===== src/rtl/fpu_sched_pkg.sv =====
// ---------------------------------------------------------------------------
// fpu_sched_pkg : shared types and widths for the fpu request scheduler
// Rev 1.0
// ---------------------------------------------------------------------------
`default_nettype none

package fpu_sched_pkg;

  localparam int DATA_W   = 32;
  localparam int STATUS_W = 4;

  typedef enum logic [1:0] {
    IDLE    = 2'd0,
    WAIT    = 2'd1,
    RESPOND = 2'd2
  } sched_state_t;

endpackage

`default_nettype wire


===== src/rtl/fpu_rr_arbiter.sv =====
// ---------------------------------------------------------------------------
// fpu_rr_arbiter : combinational grant picker; FPU_SCHED_ROUND_ROBIN_EN selects
// round-robin from last_grant+1, otherwise lowest index wins.  Rev 1.0
// ---------------------------------------------------------------------------
`default_nettype none

module fpu_rr_arbiter #(
  parameter int N_REQ = 2,
  parameter int ID_W  = $clog2(N_REQ)
) (
  input  logic [N_REQ-1:0] req,
  input  logic [ID_W-1:0]  last_grant,
  output logic [N_REQ-1:0] grant,
  output logic [ID_W-1:0]  grant_id,
  output logic             grant_valid
);

`ifdef FPU_SCHED_ROUND_ROBIN_EN
  int idx;

  always_comb begin
    grant       = '0;
    grant_id    = '0;
    grant_valid = 1'b0;
    idx         = 0;
    // Offsets 1..N_REQ visit every requester once, ending at last_grant itself.
    for (int i = 1; i <= N_REQ; i++) begin
      idx = (int'(last_grant) + i) % N_REQ;
      if (!grant_valid && req[idx]) begin
        grant_valid = 1'b1;
        grant_id    = ID_W'(idx);
      end
    end
    if (grant_valid) grant[grant_id] = 1'b1;
  end
`else
  logic unused_last_grant;
  assign unused_last_grant = ^last_grant;

  always_comb begin
    grant       = '0;
    grant_id    = '0;
    grant_valid = 1'b0;
    for (int i = 0; i < N_REQ; i++) begin
      if (!grant_valid && req[i]) begin
        grant_valid = 1'b1;
        grant_id    = ID_W'(i);
      end
    end
    if (grant_valid) grant[grant_id] = 1'b1;
  end
`endif

endmodule

`default_nettype wire


===== src/rtl/fpu_req_scheduler.sv =====
// ---------------------------------------------------------------------------
// fpu_req_scheduler : shares one fpu between N_REQ requesters, one op at a time.
// Option macro: FPU_SCHED_ROUND_ROBIN_EN (round-robin arbitration).  Rev 1.0
// ---------------------------------------------------------------------------
`default_nettype none

module fpu_req_scheduler
  import fpu_sched_pkg::*;
#(
  parameter int N_REQ       = 2,
  parameter int FPU_LATENCY = 4,
  parameter int ID_W        = $clog2(N_REQ)
) (
  input  logic                    clock100KHz,
  input  logic                    reset,
  input  logic [N_REQ-1:0]        req_valid_in,
  output logic [N_REQ-1:0]        req_ready_out,
  input  logic [N_REQ*DATA_W-1:0] req_op_a_in,
  input  logic [N_REQ*DATA_W-1:0] req_op_b_in,
  output logic [N_REQ-1:0]        rsp_valid_out,
  input  logic [N_REQ-1:0]        rsp_ready_in,
  output logic [DATA_W-1:0]       rsp_data_out,
  output logic [STATUS_W-1:0]     rsp_status_out,
  output logic                    rsp_flags_out,
  output logic [DATA_W-1:0]       fpu_op_a_out,
  output logic [DATA_W-1:0]       fpu_op_b_out,
  input  logic [DATA_W-1:0]       fpu_data_in,
  input  logic [STATUS_W-1:0]     fpu_status_in,
  input  logic                    fpu_flags_in,
  output logic                    busy_out,
  output logic [ID_W-1:0]         grant_id_out
);

  localparam int               CNT_W      = (FPU_LATENCY > 1) ? $clog2(FPU_LATENCY) : 1;
  localparam logic [CNT_W-1:0] CNT_LOAD   = CNT_W'(FPU_LATENCY - 1);
  localparam logic [ID_W-1:0]  LAST_RESET = ID_W'(N_REQ - 1);

  sched_state_t     state, state_next;
  logic [CNT_W-1:0] cnt;
  logic [ID_W-1:0]  last_grant;
  logic [N_REQ-1:0] arb_grant;
  logic [ID_W-1:0]  arb_id;
  logic             arb_valid;
  logic             accept;

  fpu_rr_arbiter #(
    .N_REQ (N_REQ),
    .ID_W  (ID_W)
  ) u_arb (
    .req         (req_valid_in),
    .last_grant  (last_grant),
    .grant       (arb_grant),
    .grant_id    (arb_id),
    .grant_valid (arb_valid)
  );

  // Ready is withheld while reset is asserted so no handshake appears accepted.
  assign accept        = (state == IDLE) && reset && arb_valid;
  assign req_ready_out = accept ? arb_grant : '0;
  assign busy_out      = (state != IDLE);

  always_comb begin
    rsp_valid_out = '0;
    if (state == RESPOND) rsp_valid_out[grant_id_out] = 1'b1;
  end

  always_ff @(posedge clock100KHz) begin
    if (!reset) state <= IDLE;
    else        state <= state_next;
  end

  always_comb begin
    state_next = state;
    case (state)
      IDLE:    if (arb_valid)                  state_next = WAIT;
      WAIT:    if (cnt == '0)                  state_next = RESPOND;
      RESPOND: if (rsp_ready_in[grant_id_out]) state_next = IDLE;
      default:                                 state_next = IDLE;
    endcase
  end

  always_ff @(posedge clock100KHz) begin
    if (!reset) begin
      cnt            <= '0;
      last_grant     <= LAST_RESET;
      grant_id_out   <= '0;
      fpu_op_a_out   <= '0;
      fpu_op_b_out   <= '0;
      rsp_data_out   <= '0;
      rsp_status_out <= '0;
      rsp_flags_out  <= 1'b0;
    end else begin
      if (accept) begin
        fpu_op_a_out <= req_op_a_in[arb_id*DATA_W +: DATA_W];
        fpu_op_b_out <= req_op_b_in[arb_id*DATA_W +: DATA_W];
        grant_id_out <= arb_id;
        last_grant   <= arb_id;
        cnt          <= CNT_LOAD;
      end
      if (state == WAIT) begin
        if (cnt != '0) begin
          cnt <= cnt - 1'b1;
        end else begin
          rsp_data_out   <= fpu_data_in;
          rsp_status_out <= fpu_status_in;
          rsp_flags_out  <= fpu_flags_in;
        end
      end
    end
  end

endmodule

`default_nettype wire


===== config.mk =====
export PLATFORM = sky130hd
export DESIGN_NAME = fpu_req_scheduler
export DESIGN_NICKNAME = d
export VERILOG_FILES = /design/src/rtl/fpu_sched_pkg.sv /design/src/rtl/fpu_rr_arbiter.sv /design/src/rtl/fpu_req_scheduler.sv
export SDC_FILE = /design/constraint.sdc
export NUM_CORES = 1
export LEC_CHECK = 0
export CORE_MARGIN = 4
export CORE_UTILIZATION = 38
export CTS_CLUSTER_SIZE = 24
export DETAILED_ROUTE_END_ITERATION = 7
export HOLD_SLACK_MARGIN = 0.06
export PLACE_DENSITY = 0.8
export SYNTH_ARGS = -nofsm -noshare
export SYNTH_HDL_FRONTEND = slang
export SYNTH_SLANG_ARGS = --single-unit

===== constraint.sdc =====
create_clock -name clock100KHz -period 2.05 [get_ports clock100KHz]
set_clock_uncertainty 0.2 [all_clocks]
set_input_delay 0.41 -clock clock100KHz [delete_from_list [all_inputs] [get_ports clock100KHz]]
set_output_delay 0.41 -clock clock100KHz [all_outputs]
set_load 0.02 [all_outputs]

==> flow_summary.ini, run 1 <==
[critical_path]
crit_required_ns = 1.44
r2r_start = state[1]
critPathKind = reg -> out
crit_arrival_ns = 1.39
crit_path_start = state[1]
crit_family = simple AND/OR/NAND/NOR gates
cp_num_buf_inv = 1
cp-end-kind = output port
cp_max_fo = 5
startpoint_type = flop
cpMaxStageDelayCell = or3b_4
slowest_delay_ns = 0.43
path_cells = or3b_4 -> nor2_4 -> buf_6

[floorplan]
die_x_um = 119.9
io-pin-count = 278
die_h_um = 119.9
core_area_mm2 = 0.01211
row_count = 40
start_util = 0.3928
design.die.area_mm2 = 0.01437

[placement]
dpl.hpwl_um = 12160
port_buffers = 277
dp_cells = 911
gp_congestion = 0.8002
placed_area_mm2 = 0.007735

[synthesis]
synth_area_mm2 = 0.004757
ys_seq_elements = 106
syn_nets = 662
synth_top_area_cell = dfxtp_1
ys_seq_area_frac = 0.4461
synthDominantCellAreaShare = 0.4461
synthTopCellsByArea = dfxtp_1 45%, mux2i_1 14%, o211ai_2 13%
synth.distinct_cells = 28
avgSynthCellArea_um2 = 9.689
yosys_warnings = 0
synthCells = 491

[timing]
fmax_mhz = 500.7
period_share = 0.9742
rsz0062_at_grt = false
tightest_slew_ns = 0.8708
finalMaxSlewViolations = 0
maxSlewHeadroom = 0.4194
hold_violations = 0
min_period_ns = 1.997
tns_ns = 0
setup_violations = 0

[cts]
clkSlewWorstSetupHoldPaths_ns = 0.07
cts_tree = done
numCtsBuffers = 9
ctsHoldBuffers = 0
cts.repair.resized = 12
cts_root_buf = clkbuf_16
clk_latency_ns = 0.35
ctsLongestPathBuffers = 2
post_cts_buffers = 0
cts_htree_levels = 3
cts.sinks = 106

[detailed_routing]
wl_um = 15990
dr.pass1.iters = 4
ant_nets = 0
via_count = 4764
initialDrtViolationCount = 218
routed_via_density = 5.139
routedWlPerCell_um = 17.25
drc = 0

[finish]
n_antenna_cell = 0
final_cells = 927
layout.nets = 925
drive_above_1_share = 0.1383
area_delta_synth_final_pct = 69.49
utilization = 0.6657
final_area_mm2 = 0.008063

[global_routing]
grt_pass1_wl_um = 25240
grt_pass1_vias = 4966
antenna_found_initial = 0
grt_start_max_net_pins = 65
grt.overflow.total = 0
grt_usage = 0.2177

[min_path]
holdCritStartpoint = rsp_data_out[22]
hold_path.class = reg -> reg

[outcome]
status = completed

[power_and_ir_drop]
peakVddDrop_v = 0.0004286
finalPower_mw = 6.149
powerDensity_mw_per_mm2 = 762.7
p_leak_nw = 3.203

[flow_run]
maxCapViolations = 0
state kept, by name, indices dropped and copies added (netlist names):
register        flops
cnt                 2
grant_id_out        1
rsp_data_out       32
fpu_op_b_out       32
rsp_status_out      4
rsp_flags_out       1
state               2
fpu_op_a_out       32
report_power, final:
part           switching, mW  internal, mW  leakage (nW)  total, mW
clock network          0.830         0.970         0.151       1.80
logic                  0.923         0.963          2.18       1.89
registers              0.163          2.30         0.873       2.46
total                   1.92          4.23          3.20       6.15
cells in the final DEF, fill, tap and decap left out, types with 9 or more instances in the layout:
cell type | netlist | layout
dfxtp_1 | 106 | 104
a21oi_1 | 40 | 40
clkdlybuf4s50_1 | 0 | 270
nand2_1 | 75 | 74
mux2i_1 | 65 | 65
clkbuf_16 | 0 | 9
o21ai_1 | 63 | 63
o211ai_1 | 14 | 14
buf_4 | 1 | 19
o211ai_2 | 50 | 50
metrics by stage:
| stage | setup WS (ns) | hold WS, ns |
|---|---|---|
| after CTS | 0.002394 | 0.2573 |
| after floorplan | 0.01268 | 0.3066 |
| after global placement | -0.2614 | 0.2425 |
| after global routing | 0.006431 | 0.2750 |
| after detailed placement | -0.2831 | 0.2476 |
| final | 0.05286 | 0.2549 |
worst register-to-register path, cell delays in order (launching register included):
cell and delay (ns):
dfxtp_4 0.37, or3b_4 0.43, buf_6 0.30, o211ai_1 0.33, o21ai_1 0.09
routing by layer:
layer	wire length, um	up-vias	GRT usage
li1	-	2288	-
met1	6013	2235	0.2309
met2	7940	209	0.3867
met3	1558	32	0.08200
met4	476	0	0.09162
met5	0	-	0
kinds of logic (layout without fill, tap and decap cells):
group,count (synthesis),after routing,synth area share
muxes,65,65,0.1368
buffers and inverters,54,322,0.06365
and+or+nand+nor,91,91,0.08075
AOI/OAI and AO/OA,175,175,0.2728
DFF,106,106,0.4461
area by class of cell:
type / count / area [um2]
multi-input cells: 331 / 2379
clock inverters: 7 / 82.58
inverters: 5 / 18.77
fillers: 968 / 4049
clock buffers: 9 / 225.2
well taps: 168 / 210.2
flip-flops and latches: 106 / 2127
repair buffers: 301 / 3020
cells in the mapped netlist:
master    number
mux2i_1       65
dfxtp_1      106
clkbuf_1      17
nor2_1         5
o211ai_1      14
and3_1         2
or3b_1         1
nand2_1       75
and2_1         1
buf_2         17
buf_6         10
buf_1          4
o21ai_1       63
or4b_1         1
inv_1          5
buf_4          1
a311oi_1       1
nor3b_1        1
or2_2          1
a21oi_1       40
nor3_1         1
a211oi_1       1
nand2b_1       2
o211ai_2      50
nor4b_2        1
a31oi_1        1
o221ai_1       1
o21ai_0        4
path summary, 6_finish.rpt:
| check | end | slack (ns) | depth (start not counted) |
|---|---|---|---|
| worst max-delay path | req_ready_out[1] | 0.05 | 3 |
| worst max register to register | fpu_op_a_out[25] | 0.22 | 4 |
| worst min-delay path | rsp_data_out[22] | 0.25 | 2 |
| worst min register to register | rsp_data_out[22] | 0.25 | 2 |
No activity file was read; power rests on OpenSTA's default activity.
==> run 2: changes to the inputs <==
Settings changed: CORE_MARGIN 4 to 10, CORE_UTILIZATION 38 to 39, CTS_BUF_LIST set to sky130_fd_sc_hd__clkbuf_4, PLACE_DENSITY 0.8 to 0.81.
==> flow_summary.ini, run 2 (same netlist as run 1, synthesis figures left out) <==
[outcome]
status = complete, but fails checks
violations = setup timing

[timing]
finalMaxSlewViolations = 0
timing.final.ws_setup_ns = -0.04180
tightest_slew_ns = 0.9813
period_share = 1.020
tns_ns = -0.04180
rsz0062_at_grt = true
maxSlewHeadroom = 0.3458
fmax_mhz = 478.1
setup_violations = 1
hold_violations = 0
min_period_ns = 2.092

[cts]
cts_tree = done
ctsHoldBuffers = 0
clk_latency_ns = 0.45
cts_htree_levels = 3
cts_root_buf = clkbuf_4
cts.sinks = 106
ctsLongestPathBuffers = 2
clkSlewWorstSetupHoldPaths_ns = 0.17
numCtsBuffers = 9

[placement]
placed_area_mm2 = 0.007776
gp_congestion = 0.7896
port_buffers = 277
dpl.hpwl_um = 13370

[finish]
drive_above_1_share = 0.1475
layout.nets = 932
layout_commonest_cell = clkdlybuf4s50_1
n_antenna_cell = 0
top_regs = fpu_op_a_out (32), fpu_op_b_out (32), rsp_data_out (32)
fill_cells = 951
final_area_mm2 = 0.007841
final_cell_mix = 169 x clkdlybuf4s50_1, 104 x dfxtp_1, 99 x dlygate4sd2_1
area_delta_synth_final_pct = 64.83

[global_routing]
grt_pass1_wl_um = 25940
grt_usage = 0.1913
antenna_found_initial = 0
grt_start_max_net_pins = 69
grt.overflow.total = 0
grt_pass1_vias = 4890

[detailed_routing]
routedWlPerCell_um = 18.72
ant_nets = 0
drc = 0
initialDrtViolationCount = 258
dr.pass1.iters = 4
via_count = 4677
routed_via_density = 5.123
wl_um = 17090

[floorplan]
die_h_um = 130.4
design.die.area_mm2 = 0.01701
io-pin-count = 278
die_x_um = 130.4
core_area_mm2 = 0.01196
row_count = 40
start_util = 0.3977

[critical_path]
path_cells = or3b_4 -> nor2_4 -> buf_6
crit_required_ns = 1.44
critPathKind = reg -> out
cp_max_fo = 7
crit_arrival_ns = 1.48
cpMaxStageDelayCell = dfxtp_4
startpoint_type = flop
slowest_delay_ns = 0.41
cp-end-kind = output port

[power_and_ir_drop]
powerDensity_mw_per_mm2 = 685.3
p_leak_nw = 3.609
peakVddDrop_v = 0.0003962
finalPower_mw = 5.373

[flow_run]
maxCapViolations = 0

[min_path]
hold_path.class = reg -> reg
-- run 2: cell count changes in the layout (fill, tap and decap cells not counted), moves of 2 or more --
cell / previous run / this run
buf_4: 19 / 28
dlymetal6s2s_1: 0 / 3
inv_6: 4 / 1
clkinv_2: 0 / 2
dlygate4sd2_1: 2 / 99
clkdlybuf4s50_1: 270 / 169
clkbuf_16: 9 / 0
clkbuf_4: 0 / 9
-- run 2: path summary, 6_finish.rpt --
path	start	endpoint	slack, ns	depth (start not counted)
max	state[1]	req_ready_out[1]	-0.04	3
min	rsp_flags_out	rsp_flags_out	0.26	2
min reg2reg	rsp_flags_out	rsp_flags_out	0.26	2
max reg2reg	state[1]	fpu_op_a_out[25]	0.06	4
-- run 2: final cells by class --
type / instances / area, um2 / area share
repair buffers: 308 / 2963 / 0.3779
multi-input cells: 331 / 2387 / 0.3045
flip-flops and latches: 106 / 2130 / 0.2716
well taps: 147 / 183.9 / 0.02346
clock inverters: 7 / 91.34 / 0.01165
clock buffers: 9 / 67.56 / 0.008617
inverters: 5 / 18.77 / 0.002393
-- run 2: repair_timing --
action | 4_1_cts | 5_1_grt
gates cloned | 0 | 0
endpoints found under the setup margin | 105 | 12
gates resized for setup | 126 | 12
setup buffers | 0 | 0
pin swaps | 0 | 3
-- run 2: power by group --
| group | switching [mW] | internal (mW) | total [mW] | leakage (nW) |
|---|---|---|---|---|
| Sequential | 0.154 | 2.30 | 2.45 | 0.873 |
| Clock | 0.683 | 0.495 | 1.18 | 0.0877 |
| Combinational | 0.925 | 0.816 | 1.74 | 2.65 |
| Total | 1.76 | 3.61 | 5.37 | 3.61 |
-- run 2: routing by layer --
metal	up-vias	GRT usage	part of all wire
li1	2296	-	-
met1	2167	0.2073	0.38
met2	195	0.3362	0.50
met3	19	0.08018	0.10
met4	0	0.05232	0.019
met5	-	0	0
-- run 2: stage by stage --
| step | util | setup WS, ns | std cells | hold WS (ns) |
|---|---|---|---|---|
| 3_5_place_dp | 0.6501 | -0.2726 | 897 | 0.2497 |
| 4_1_cts | 0.6529 | -0.1114 | 913 | 0.2518 |
| 5_1_grt | 0.6555 | -0.09805 | 913 | 0.2640 |
| 2_1_floorplan | - | 0.01268 | 491 | 0.3066 |
| 6_report | 0.6555 | -0.04180 | 913 | 0.2624 |
| 3_3_place_gp | 0.6501 | -0.2733 | 897 | 0.2406 |
-- run 2: critical path: cells and delay by family (launching register included) --
family | cells | cell delay [ns]
and+or+nand+nor | 2 | 0.51
buffers and inverters | 1 | 0.12
DFF | 1 | 0.41
